==> src/rtl/branch_resolve_unit_pkg.sv <==
// Shared definitions for the branch resolve unit:
// FSM states, {predicted,actual} codes, entry field widths.
package branch_resolve_unit_pkg;

  typedef enum logic {
    ST_RUN     = 1'b0,
    ST_RECOVER = 1'b1
  } bru_state_e;

  localparam logic [1:0] PA_HIT_NT  = 2'b00;
  localparam logic [1:0] PA_MISS_T  = 2'b01;
  localparam logic [1:0] PA_MISS_NT = 2'b10;
  localparam logic [1:0] PA_HIT_T   = 2'b11;

  localparam int TAKEN_W = 1;

  function automatic int entry_w(
    input int idx_w,
    input int pc_w
  );
    return idx_w + TAKEN_W + pc_w;
  endfunction

  function automatic logic is_miss(
    input logic [1:0] pa
  );
    return (pa == PA_MISS_T) ||
           (pa == PA_MISS_NT);
  endfunction

endpackage

==> src/rtl/branch_resolve_unit_fifo.sv <==
// In-order synchronous FIFO with push, pop and flush.
// Ports: Clock, Reset, push/pop/flush, wdata, rdata (head), full, empty.
import branch_resolve_unit_pkg::*;

module branch_resolve_unit_fifo #(
  parameter int W     = 8,
  parameter int DEPTH = 4
) (
  input  logic         Clock,
  input  logic         Reset,
  input  logic         push,
  input  logic         pop,
  input  logic         flush,
  input  logic [W-1:0] wdata,
  output logic [W-1:0] rdata,
  output logic         full,
  output logic         empty
);

  localparam int PW = $clog2(DEPTH);
  localparam int CW = PW + 1;

  logic [W-1:0]  mem [DEPTH];
  logic [PW-1:0] wr_ptr;
  logic [PW-1:0] rd_ptr;
  logic [CW-1:0] cnt;

  assign full  = (cnt == CW'(DEPTH));
  assign empty = (cnt == '0);
  assign rdata = mem[rd_ptr];

  always_ff @(posedge Clock) begin
    if (push) begin
      mem[wr_ptr] <= wdata;
    end
  end

  // Flush wins over everything: younger entries are wrong-path.
  always_ff @(posedge Clock) begin
    if (Reset || flush) begin
      wr_ptr <= '0;
      rd_ptr <= '0;
      cnt    <= '0;
    end else begin
      if (push) begin
        wr_ptr <= wr_ptr + PW'(1);
      end
      if (pop) begin
        rd_ptr <= rd_ptr + PW'(1);
      end
      if (push && !pop) begin
        cnt <= cnt + CW'(1);
      end else if (pop && !push) begin
        cnt <= cnt - CW'(1);
      end
    end
  end

endmodule

==> src/rtl/branch_resolve_unit.sv <==
// Matches branch predictions against resolved outcomes, updates predictor.
// Ports: Pred* push side, Res* resolve side, Upd* predictor update,
// Redirect/RedirectPC on mispredict, sticky Underflow.
// Optional BRU_STATS_EN adds BranchCount/MissCount saturating counters.
import branch_resolve_unit_pkg::*;

module branch_resolve_unit #(
  parameter int IDX_W = 4,
  parameter int PC_W  = 32,
  parameter int DEPTH = 4
) (
  input  logic             Clock,
  input  logic             Reset,
  input  logic             PredValid,
  input  logic [IDX_W-1:0] PredIndex,
  input  logic             PredTaken,
  input  logic [PC_W-1:0]  PredAltPC,
  output logic             PredReady,
  input  logic             ResValid,
  input  logic             ResTaken,
  output logic             UpdEn,
  output logic [IDX_W-1:0] UpdIndex,
  output logic [1:0]       UpdPredActual,
  output logic             Redirect,
  output logic [PC_W-1:0]  RedirectPC,
`ifdef BRU_STATS_EN
  output logic [15:0]      BranchCount,
  output logic [15:0]      MissCount,
`endif
  output logic             Underflow
);

  localparam int EW = entry_w(IDX_W, PC_W);

  bru_state_e       state;
  logic [EW-1:0]    head;
  logic [IDX_W-1:0] head_idx;
  logic             head_taken;
  logic [PC_W-1:0]  head_alt;
  logic             full;
  logic             empty;
  logic             in_run;
  logic             push_ok;
  logic             resolve;
  logic             miss;
  logic [1:0]       pa;

  assign {head_idx, head_taken, head_alt} = head;

  assign in_run    = (state == ST_RUN);
  assign PredReady = !full && in_run && !Reset;
  assign push_ok   = PredValid && PredReady;
  assign resolve   = ResValid && in_run && !empty;
  assign pa        = {head_taken, ResTaken};
  assign miss      = resolve && is_miss(pa);

  branch_resolve_unit_fifo #(
    .W     (EW),
    .DEPTH (DEPTH)
  ) u_fifo (
    .Clock (Clock),
    .Reset (Reset),
    .push  (push_ok && !miss),
    .pop   (resolve),
    .flush (miss),
    .wdata ({PredIndex, PredTaken, PredAltPC}),
    .rdata (head),
    .full  (full),
    .empty (empty)
  );

  always_ff @(posedge Clock) begin
    if (Reset) begin
      state         <= ST_RUN;
      UpdEn         <= 1'b0;
      UpdIndex      <= '0;
      UpdPredActual <= 2'b00;
      Redirect      <= 1'b0;
      RedirectPC    <= '0;
      Underflow     <= 1'b0;
    end else begin
      UpdEn         <= resolve;
      UpdPredActual <= resolve ? pa : 2'b00;
      Redirect      <= miss;
      if (resolve) begin
        UpdIndex <= head_idx;
      end
      if (miss) begin
        RedirectPC <= head_alt;
      end
      if (ResValid && in_run && empty) begin
        Underflow <= 1'b1;
      end
      unique case (state)
        ST_RUN:     state <= miss ? ST_RECOVER : ST_RUN;
        ST_RECOVER: state <= ST_RUN;
        default:    state <= ST_RUN;
      endcase
    end
  end

`ifdef BRU_STATS_EN
  always_ff @(posedge Clock) begin
    if (Reset) begin
      BranchCount <= '0;
      MissCount   <= '0;
    end else begin
      if (resolve && BranchCount != 16'hFFFF) begin
        BranchCount <= BranchCount + 16'd1;
      end
      if (miss && MissCount != 16'hFFFF) begin
        MissCount <= MissCount + 16'd1;
      end
    end
  end
`endif

endmodule

==> config.mk <==
export PLATFORM = sky130hd
export DESIGN_NAME = branch_resolve_unit
export DESIGN_NICKNAME = d
export VERILOG_FILES = /design/src/rtl/branch_resolve_unit_pkg.sv /design/src/rtl/branch_resolve_unit_fifo.sv /design/src/rtl/branch_resolve_unit.sv
export SDC_FILE = /design/constraint.sdc
export NUM_CORES = 1
export LEC_CHECK = 0
export ABC_CLOCK_PERIOD_IN_PS = 9900
export CAP_MARGIN = 20
export CORE_ASPECT_RATIO = 1.75
export CORE_MARGIN = 3
export CORE_UTILIZATION = 59
export DETAILED_ROUTE_END_ITERATION = 10
export PLACE_DENSITY = 0.83
export SYNTH_ARGS = -nofsm -noshare
export SYNTH_HDL_FRONTEND = slang
export SYNTH_SLANG_ARGS = --single-unit
==> constraint.sdc <==
create_clock -name Clock -period 9.9 [get_ports Clock]
set_clock_uncertainty 0.2 [all_clocks]
set_input_delay 2.97 -clock Clock [delete_from_list [all_inputs] [get_ports Clock]]
set_output_delay 2.97 -clock Clock [all_outputs]
set_load 0.01 [all_outputs]
Word-level counts from Yosys, hierarchy flattened
Memory sizes are Yosys's and may differ from the RTL's. A register that Yosys moved wholly into a read port is not among the register bits.
Index checks and enable logic that the tools add are counted.
{"block": "totals", "regBits": 49, "latchBits": 0, "mem_bits_rw": 148, "mem_bits_ro": 0, "input_bits": 42, "output_inout_bits": 42, "elab_cells": 49, "n_memories": 1}
{"block": "op_classes", "n_addsub": 4, "multipliers": 0, "div": 0, "n_lt_le_gt_ge": 0, "n_eq_ne": 3, "n_shift": 0, "mux": 8, "n_bitwise": 2, "n_reduce_logical": 21}
{"name": "u_fifo.mem", "words": 4, "width": 37, "read_ports": 1, "rd_clocked_by_memory_dff": 1, "write_ports": 1, "line_no": "branch_resolve_unit_fifo.sv:23", "source": "logic [W-1:0] mem [DEPTH];"}
{"op": "1-bit logical AND", "n": 10}
{"op": "1-bit zero test", "n": 6}
{"op": "3-bit 2-to-1 mux", "n": 2}
{"op": "2-bit by 1-bit adder with 2-bit output (second input constant)", "n": 2}
{"op": "2-bit 2-to-1 mux", "n": 2}
{"op": "3-bit by 1-bit adder with 3-bit output (second input constant)", "n": 1}
{"op": "3-bit equality test (second input constant)", "n": 1}
{"op": "3-bit zero test", "n": 1}
{"op": "1-bit 2-to-1 mux", "n": 3}
{"op": "3-bit by 1-bit subtractor with 3-bit output (second input constant)", "n": 1}
{"op": "2-bit by 1-bit equality test with 1-bit output (second input constant)", "n": 1}
{"op": "2-bit equality test (second input constant)", "n": 1}
{"op": "1-bit logical OR", "n": 2}
{"op": "1-bit inverter", "n": 2}
{"op": "1-bit one-hot mux with 2 select lines", "n": 1}
{"op": "2-bit nonzero test", "n": 1}
{"op": "2-bit OR reduction", "n": 1}

Longest topological paths before layout
Gate-level depths: netlist of run 1.
{"block": "logic_depth", "depth_word": 10, "ltp_mapped": 9}

Cells and area by module
Synthesis of run 1 repeated with hierarchy kept, for this count alone.
{"block": "unflattened", "hier_cells": 415, "hier_area_um2": 7618.6}
{"mod": "branch_resolve_unit_fifo", "instances": 1, "cells_each": 238, "area_each_um2": 5830.6, "seq_area_each_um2": 4624.4}
{"mod": "branch_resolve_unit", "instances": 1, "cells_each": 177, "area_each_um2": 1788.0, "seq_area_each_um2": 840.8}

Worst setup path before layout of run 1
Ideal clock, no wire load.
{"block": "synth_path", "kind": "input-to-output", "from": "input port Reset", "to": "output port PredReady", "arrival_ns": 3.668, "setup_slack_ns": 3.062, "cell_stages": 3, "path_cell_list": "clkbuf_1 -> buf_1 -> nor3_1"}
{"block": "synth_between", "elab_chain_len": 2}
{"item": "start, declared", "line_no": "branch_resolve_unit.sv:13", "source": "input logic Reset,"}
{"item": "1-bit zero test", "line_no": "branch_resolve_unit.sv:51", "source": "assign PredReady = !full && in_run && !Reset;"}
{"item": "1-bit logical AND", "line_no": "branch_resolve_unit.sv:51"}
{"item": "end, declared", "line_no": "branch_resolve_unit.sv:18", "source": "output logic PredReady,"}
No other way between the ends.

Final worst setup path of run 1
Same ends and word-level chain as after synthesis.

==> flow_metrics.tcl, run 1 <==
set metrics [dict create \
    outcome "finished clean" \
    min_path_type "register to register" \
    timing.rr.end "u_fifo.mem[2][8]" \
    cts.path.max_buffers 2 \
    grt_pass1_wl_mm 20.3 \
    root_buffer "clkbuf_16" \
    syn_nets 413 \
    yosys_register_bits 199 \
    synth_sequential_area_ratio 0.757 \
    synth.distinct_cells 39 \
    die_h_um 152 \
    nNetsFinal 500 \
    cts_made_buffers 17 \
    drtPass1Iterations 4 \
    dp_slack_ns 2.08 \
    cts_tree "done" \
    synth-edff-count 148 \
    vias_per_cell 5.80 \
    die_w_um 89.6 \
    worst_path_most_repeated_cell "clkdlybuf4s50_1" \
    synth_top_area_share 0.616 \
    cts_resized 0 \
    critPathKind "input pin to output port" \
    min-delay-start "UpdIndex[1]" \
    drtAntennaViolNets 0 \
    end_kind "output port" \
    holdPathEnd "UpdIndex[1]" \
    drive_above_1_share 0.161 \
    yosysTopAreaCell "edfxtp_1" \
    core_sq_mm 0.0118 \
    clkSinkCount 199 \
    grt_max_degree 38 \
    synth_commonest_cells "edfxtp_1, dfxtp_1, mux4_2" \
    rsz0062_at_grt "no" \
    finalSetupViolations 0 \
    wl_per_cell_um 20.5 \
    cp_slowest_cell "clkdlybuf4s50_1" \
    finalWirelength_mm 12.9 \
    start_util 0.613 \
    async_reset_ff_frac 0 \
    vias 3641 \
    cp_slowest_stage_delay_ns 0.76 \
    drtIter0Drc 226 \
    insertion_delay_ns 0.42 \
    max_freq_mhz 128 \
    cp_max_fo 16 \
    finalSetupTns_ns 0 \
    crit_path_cell_trace "clkdlybuf4s50_1 -> nor3_1 -> clkdlybuf4s50_1" \
    ctsHoldBuffers 0 \
    syn_area_sq_mm 0.00722 \
    track_usage 0.203 \
    max-slew-margin-rel 0.321 \
    worst-r2r-setup-slack_ns 6.40 \
    grt-ovfl-total 0 \
    hpwlAfterDp_mm 7.43 \
    required_ns 6.73 \
    vdd_drop_max_uv 198 \
    maxCapViolCount 0 \
    hold_viol_final 0 \
    p_leak_nw 2.86 \
    pwr_density_cell_mw_per_mm2 237 \
    grt_pass1_vias 3933 \
    yosysMostFrequentCell "edfxtp_1" \
    cts_setup_buffers 0 \
    yosysWarnings 0 \
    ys_dominant_reg_cell "edfxtp_1" \
    nFillCells 698 \
    fin_crit_sh 0.790 \
    final_cell_area_sq_mm 0.00877 \
    gp_congestion 0.738 \
    start_kind "input pin" \
    syn_avg_cell_area_sq_um 19.7 \
    synth_area_leaders "edfxtp_1, dfxtp_1, mux4_2, a22o_1, mux4_1" \
    arrival_ns 4.65 \
    ios 84 \
    hold_depth 2 \
    placementRows 52 \
    drc 0 \
    report.final.slew_viol_count 0 \
    antenna_found_initial 0 \
    worst_slew_pin_slew_ns 1.02 \
    reg2reg_depth 5 \
    placed_area_sq_mm 0.00818 \
    numPortBuffers 83 \
    min_period_ns 7.82 \
    die_area_sq_mm 0.0136 \
    htree_levels 4 \
    area_growth_pct 21.5 \
    clk_pin_slew_ns 0.06 \
    synthCells 366 \
    layout_setup_ws_ns 2.08 \
    antenna_cells 0 \
]
layer usage:
| metal | routed length (um) | GRT usage |
|---|---|---|
| met5 | 0 | 0 |
| met4 | 284 | 0.0830 |
| met3 | 593 | 0.0449 |
| met2 | 7180 | 0.343 |
| met1 | 4810 | 0.248 |
final cells by class:
cell class | count | area (sq um) | area share
Sequential cell | 199 | 5470 | 0.624
Multi-Input combinational cell | 144 | 1640 | 0.187
Timing Repair Buffer | 86 | 873 | 0.0996
Clock buffer | 20 | 437 | 0.0498
Tap cell | 162 | 203 | 0.0231
Clock inverter | 12 | 129 | 0.0147
Inverter | 5 | 18.8 | 0.00214
through the flow:
step	power [W]	util	cells	hold WS, ns
2_1_floorplan	0.00130	-	366	0.281
3_3_place_gp	0.00142	0.694	595	0.245
3_5_place_dp	0.00144	0.694	595	0.253
4_1_cts	0.00209	0.742	627	0.261
5_1_grt	0.00216	0.745	628	0.286
6_report	0.00208	0.745	628	0.258
worst max path at each step:
stage,cells after the start,to,startpoint
floorplan,3,PredReady,Reset
global placement,3,PredReady,Reset
detailed placement,3,PredReady,Reset
CTS,3,PredReady,Reset
global route,3,PredReady,Reset
finish,3,PredReady,Reset
kinds of logic after synthesis:
family	Yosys count	synth area share
muxes	37	0.117
buffers and inverters	23	0.0170
adders and majority gates	5	0.00971
AOI/OAI and AO/OA	47	0.0532
and+or+nand+nor	50	0.0376
xor gates and xnor gates	5	0.00815
DFF	199	0.757
sequential cells by signal, indices dropped and copies added, names as in the netlist, named ones only:
name           cells
state              1
u_fifo.rd_ptr      2
UpdEn              1
Redirect           1
RedirectPC        32
UpdPredActual      2
u_fifo.wr_ptr      2
u_fifo.mem       148
UpdIndex           4
u_fifo.cnt         3
Underflow          1
power breakdown:
group	internal (W)	switching, W	total [W]
sequential	0.000979	0.0000414	0.00102
combinational	0.000212	0.000193	0.000406
clock	0.000372	0.000280	0.000651
cells in the final DEF (no fill, tap or decap), types with 2 or more instances in the layout:
cell type        count
edfxtp_1           148
clkdlybuf4s50_1     83
dfxtp_1             49
mux4_2              34
a22o_1              32
clkbuf_16           17
nand2_1             12
a21oi_1              7
nor3_1               6
nor2_1               6
and2_1               6
inv_1                5
and2_2               4
ha_1                 4
nand3_1              3
xnor2_1              3
mux4_1               3
clkinv_1             3
clkinv_4             3
clkbuf_1             3
or3b_2               2
nor3b_1              2
nor4_1               2
o21ai_0              2
dfxtp_2              2
bufinv_16            2
clkinvlp_4           2
buf_4                2
critical path, delay by kind of cell:
family | cells | cell delay (ns)
buffers and inverters | 2 | 1.34
AND/OR/NAND/NOR | 1 | 0.34
(Power assumes the default switching activity.)
==> run 2: changes to the inputs <==
--- a/config.mk
+++ b/config.mk
@@ -5,13 +5,13 @@
 export SDC_FILE = /design/constraint.sdc
 export NUM_CORES = 1
 export LEC_CHECK = 0
-export ABC_CLOCK_PERIOD_IN_PS = 9900
+export ABC_CLOCK_PERIOD_IN_PS = 8200
 export CAP_MARGIN = 20
 export CORE_ASPECT_RATIO = 1.75
 export CORE_MARGIN = 3
-export CORE_UTILIZATION = 59
+export CORE_UTILIZATION = 55
 export DETAILED_ROUTE_END_ITERATION = 10
-export PLACE_DENSITY = 0.83
+export PLACE_DENSITY = 0.79
 export SYNTH_ARGS = -nofsm -noshare
 export SYNTH_HDL_FRONTEND = slang
 export SYNTH_SLANG_ARGS = --single-unit
==> constraint.sdc (replaced) <==
create_clock -name Clock -period 8.2 [get_ports Clock]
set_clock_uncertainty 0.2 [all_clocks]
set_input_delay 2.46 -clock Clock [delete_from_list [all_inputs] [get_ports Clock]]
set_output_delay 2.46 -clock Clock [all_outputs]
set_load 0.01 [all_outputs]
==> run 2 against run 1 <==
  * Non-clock buffer count is 1 lower
  * Combinational power up 19%
  * Critical path depth did not move
  * Sequential power up 21%
  * Clock-buffer cell count decreased by 1
  * Global-route usage is 0.37 points lower
  * Sequential share of layout area up 0.062 points
  * Cell count is 0.80% higher
  * Largest cell class unchanged
==> flow_metrics.tcl, run 2 (synthesis gave the netlist of run 1 again) <==
set metrics [dict create \
    cp_slowest_stage_delay_ns 0.75 \
    max-slew-margin-rel 0.266 \
    min_period_ns 6.77 \
    placementRows 54 \
    mostFrequentLayoutCells "edfxtp_1, clkdlybuf4s50_1, dfxtp_1, mux4_2, a22o_1" \
    dpl.cell_count 601 \
    reg.largest.list "u_fifo.mem x148, RedirectPC x32, UpdIndex x4" \
    maxCapViolCount 0 \
    worst_slew_pin_slew_ns 1.10 \
    die_h_um 158 \
    cts_resized 0 \
    drive_above_1_share 0.163 \
    hold_ws_ns 0.267 \
    final_cell_area_sq_mm 0.00876 \
    max_freq_mhz 148 \
    clk_pin_slew_ns 0.07 \
    layout_setup_ws_ns 1.43 \
    report.final.slew_viol_count 0 \
    finalSetupViolations 0 \
    dp_slack_ns 1.41 \
    multi_input_area_sq_mm 0.00164 \
    start_util 0.571 \
    fin_crit_sh 0.826 \
    core_sq_mm 0.0126 \
    cts_made_buffers 17 \
    arrival_ns 4.11 \
    worst_path_most_repeated_cell "clkdlybuf4s50_1" \
    cts.path.max_buffers 2 \
    finalSetupTns_ns 0 \
    die_area_sq_mm 0.0146 \
    drtAntennaViolNets 0 \
    finalWirelength_mm 13.5 \
    min_path_type "register to register" \
    outcome "finished clean" \
    start_kind "input pin" \
    required_ns 5.54 \
    hold_viol_final 0 \
    instances_no_fill 633 \
    crit_path_start "Reset" \
    nNetsFinal 499 \
    htree_levels 4 \
    area_growth_pct 21.4 \
    vias 3665 \
    root_buffer "clkbuf_16" \
    p_leak_nw 2.85 \
    clkSinkCount 199 \
    nFillCells 810 \
    grt_max_degree 38 \
    largest_reg_flops 148 \
    numPortBuffers 83 \
    vdd_drop_max_uv 163 \
    grt_pass1_wl_mm 21.4 \
    end_kind "output port" \
    cp_top_family "buffers and inverters" \
    pwr_density_cell_mw_per_mm2 289 \
    antenna_found_initial 0 \
    grt-ovfl-total 0 \
    layout_commonest_cell "edfxtp_1" \
    drc 0 \
    cp_slowest_cell "clkdlybuf4s50_1" \
    cts_setup_buffers 0 \
    min-delay-start "UpdIndex[0]" \
    cp_max_fo 16 \
    die_w_um 92.6 \
    gp_congestion 0.821 \
    ios 84 \
    insertion_delay_ns 0.42 \
    ctsHoldBuffers 0 \
    placed_area_sq_mm 0.00818 \
    crit_path_cell_trace "clkdlybuf4s50_1 -> nor3_1 -> clkdlybuf4s50_1" \
    track_usage 0.199 \
    top_register "u_fifo.mem" \
    drtPass1Iterations 4 \
    rsz0062_at_grt "no" \
    seq_area_sq_mm 0.00547 \
    critPathKind "input pin to output port" \
    wl_per_cell_um 21.3 \
    grt_pass1_vias 3962 \
    crit_buf_inv 2 \
    hpwlAfterDp_mm 7.90 \
    drtIter0Drc 276 \
    vias_per_cell 5.79 \
    antenna_cells 0 \
    cts_tree "done" \
]
run 2: changes by cell type in the layout (fill, tap and decap cells not counted), sizes merged:
cell	before	now
inv	6	11
clkinv	7	3
buf	3	2
clkbuf	20	19
run 2: power by group:
| part | switching, W | internal, W | total (W) |
|---|---|---|---|
| registers | 0.0000513 | 0.00118 | 0.00123 |
| clock network | 0.000363 | 0.000454 | 0.000817 |
| logic | 0.000232 | 0.000252 | 0.000484 |
run 2: worst paths after layout:
check / end / slack, ns / depth (start not counted)
max: PredReady / 1.43 / 3
min: UpdIndex[0] / 0.27 / 2
max reg2reg: u_fifo.mem[2][15] / 4.73 / 5
min reg2reg: UpdIndex[0] / 0.27 / 2
run 2: cell type report:
type,count,area share
sequential,199,0.624
multi-input combinational,144,0.187
timing repair buffer,85,0.0966
clock buffer,19,0.0494
tap,168,0.0240
clock inverter,13,0.0164
inverter,5,0.00214
run 2: routing by layer:
| layer | track usage | wire, um | part of all wire | vias up |
|---|---|---|---|---|
| met4 | 0.105 | 353 | 0.026 | 0 |
| met1 | 0.229 | 4880 | 0.36 | 1854 |
| li1 | - | - | - | 1646 |
| met5 | 0 | 0 | 0 | - |
| met2 | 0.349 | 7540 | 0.56 | 132 |
| met3 | 0.0416 | 701 | 0.052 | 33 |
run 2: through the flow:
step,power (W),util
2_1_floorplan,0.00156,-
3_3_place_gp,0.00172,0.648
3_5_place_dp,0.00174,0.648
4_1_cts,0.00256,0.693
5_1_grt,0.00264,0.693
6_report,0.00253,0.693
run 2: tightest hold or removal path: cells and delay by family (launching register included):
family             cells  cell delay, ns
AOI/OAI and AO/OA      1            0.05
DFF                    1            0.32
and+or+nand+nor        1            0.05
==> run 3: changes to the inputs <==
--- a/config.mk
+++ b/config.mk
@@ -5,13 +5,13 @@
 export SDC_FILE = /design/constraint.sdc
 export NUM_CORES = 1
 export LEC_CHECK = 0
-export ABC_CLOCK_PERIOD_IN_PS = 8200
+export ABC_CLOCK_PERIOD_IN_PS = 5500
 export CAP_MARGIN = 20
 export CORE_ASPECT_RATIO = 1.75
 export CORE_MARGIN = 3
-export CORE_UTILIZATION = 55
+export CORE_UTILIZATION = 50
 export DETAILED_ROUTE_END_ITERATION = 10
-export PLACE_DENSITY = 0.79
+export PLACE_DENSITY = 0.75
 export SYNTH_ARGS = -nofsm -noshare
 export SYNTH_HDL_FRONTEND = slang
 export SYNTH_SLANG_ARGS = --single-unit
==> constraint.sdc (replaced) <==
create_clock -name Clock -period 5.5 [get_ports Clock]
set_clock_uncertainty 0.2 [all_clocks]
set_input_delay 1.65 -clock Clock [delete_from_list [all_inputs] [get_ports Clock]]
set_output_delay 1.65 -clock Clock [all_outputs]
set_load 0.01 [all_outputs]
==> run 3 against run 2 <==
  * Cell count up 3.2%
  * Design area up 1.1%
  * Total power up 48%
  * Non-clock buffer count up 9
==> flow_metrics.tcl, run 3 (synthesis gave the netlist of run 1 again) <==
set metrics [dict create \
    outcome "finished clean" \
    cp_slowest_stage_delay_ns 0.56 \
    min-delay-start "UpdIndex[1]" \
    maxUsedRoutingLayer "met4" \
    p_int_w 0.00282 \
    p_sw_w 0.000929 \
    hpwlAfterDp_mm 7.97 \
    drc 0 \
    cts.path.max_buffers 2 \
    drtAntennaViolNets 0 \
    netSwitchingFraction 0.248 \
    core_sq_mm 0.0140 \
    clk_pin_slew_ns 0.07 \
    finalSetupTns_ns 0 \
    nFillCells 1038 \
    power_frac_seq 0.489 \
    max-slew-margin-rel 0.344 \
    reg.largest.list "u_fifo.mem x148, RedirectPC x32, UpdIndex x4" \
    wl_met1_mm 5.06 \
    cp_top_family "buffers and inverters" \
    start_util 0.516 \
    routed-wl-met2_mm 7.29 \
    nNetsFinal 508 \
    grt_pass1_vias 3958 \
    largest_reg_flops 148 \
    report.final.slew_viol_count 0 \
    grt_max_degree 38 \
    fin_crit_sh 0.847 \
    htree_levels 4 \
    max_freq_mhz 215 \
    power_frac_comb 0.197 \
    dr_wl_met3_um 605 \
    mostFrequentLayoutCells "edfxtp_1, clkdlybuf4s50_1, dfxtp_1, mux4_2, a22o_1" \
    grt_pass1_wl_mm 21.4 \
    grt-ovfl-total 0 \
    vias_per_cell 5.58 \
    timing.rr.end "u_fifo.mem[1][12]" \
    clkSinkCount 199 \
    worst_slew_pin_slew_ns 0.984 \
    hold_depth 2 \
    required_ns 3.65 \
    drtIter0Drc 288 \
    holdPathEnd "UpdIndex[1]" \
    root_buffer "clkbuf_16" \
    antenna_found_initial 1 \
    cts_setup_buffers 0 \
    min_path_type "register to register" \
    dp_slack_ns 0.839 \
    worst-r2r-setup-slack_ns 2.04 \
    pwr_density_cell_mw_per_mm2 424 \
    multi_input_area_sq_mm 0.00164 \
    top_register "u_fifo.mem" \
    rsz0062_at_grt "no" \
    crit_buf_inv 2 \
    layout_setup_ws_ns 0.840 \
    hold_viol_final 0 \
    layout_commonest_cell "edfxtp_1" \
    worst_path_most_repeated_cell "clkdlybuf4s50_1" \
    crit_path_cell_trace "clkdlybuf4s50_1 -> nor3_1 -> clkdlybuf4s50_1" \
    finalWirelength_mm 13.3 \
    ctsHoldBuffers 0 \
    end_kind "output port" \
    reg2reg_depth 5 \
    seq_area_sq_mm 0.00547 \
    vdd_drop_max_uv 214 \
    drtPass1Iterations 4 \
    arrival_ns 2.81 \
    wl_per_cell_um 20.3 \
    vias 3645 \
    die_h_um 165 \
    start_kind "input pin" \
    insertion_delay_ns 0.42 \
    die_w_um 96.8 \
    cp_max_fo 2 \
    area_growth_pct 22.7 \
    p_leak_nw 2.90 \
    placementRows 57 \
    critPathKind "input pin to output port" \
    numPortBuffers 83 \
    cts_resized 0 \
    drive_above_1_share 0.179 \
    cts_made_buffers 17 \
    ios 84 \
    gp_congestion 0.802 \
    clkPwrFrac 0.314 \
    total_power_w 0.00375 \
    maxCapViolCount 0 \
    cp_slowest_cell "clkdlybuf4s50_1" \
    min_period_ns 4.66 \
    die_area_sq_mm 0.0160 \
    finalSetupViolations 0 \
    track_usage 0.179 \
    cts_tree "done" \
]
[run 3: cell types whose count changed in the layout (fill, tap and decap cells not counted)]
cell and change:
clkbuf_1 +2, clkinv_2 +2, inv_6 -5, clkinvlp_4 +1
buf_4 +8, clkinv_4 +2, buf_16 +1, diode_2 +2
clkinv_1 -2
[run 3: per-stage QoR]
stage                      util  hold slack (ns)  area, sq um  instances
after floorplan               -            0.281         7220        366
after global placement    0.590            0.244         8250        618
after detailed placement  0.590            0.249         8250        618
after CTS                 0.631            0.259         8820        650
after global routing      0.633            0.280         8850        652
final                     0.633            0.256         8850        653
[run 3: layout make-up]
cell class / count / area share
inverter: 5 / 0.00212
timing repair buffer: 94 / 0.105
multi-input combinational: 144 / 0.185
clock buffer: 21 / 0.0497
tap: 177 / 0.0250
sequential: 199 / 0.617
antenna: 2 / 0.000565
clock inverter: 11 / 0.0144
[run 3: per-layer routing]
metal | global-route usage | vias up
li1 | - | 1660
met1 | 0.213 | 1859
met2 | 0.310 | 105
met3 | 0.0465 | 21
met4 | 0.0767 | 0
met5 | 0 | -
[run 3: worst max-delay path by stage]
stage,slack [ns],cells after the start,start,endpoint
after floorplan,1.30,3,Reset,PredReady
after global placement,0.84,3,Reset,PredReady
after detailed placement,0.84,3,Reset,PredReady
after CTS,0.83,3,Reset,PredReady
after global routing,0.78,3,Reset,PredReady
final,0.84,3,Reset,PredReady
[run 3: worst min-delay path: cells and delay by family, from the launching register on]
family / cells / cell delay (ns)
AND/OR/NAND/NOR: 1 / 0.05
flip-flops: 1 / 0.31
AO/OA/AOI/OAI: 1 / 0.05
[run 3: power groups by stage]
stage | sequential (W) | clock, W | combinational (W)
CTS | 0.00184 | 0.00120 | 0.000742
detailed placement | 0.00187 | 0 | 0.000738
finish | 0.00184 | 0.00118 | 0.000739
floorplan | 0.00186 | 0 | 0.000468
global route | 0.00185 | 0.00126 | 0.000805
global placement | 0.00186 | 0 | 0.000723
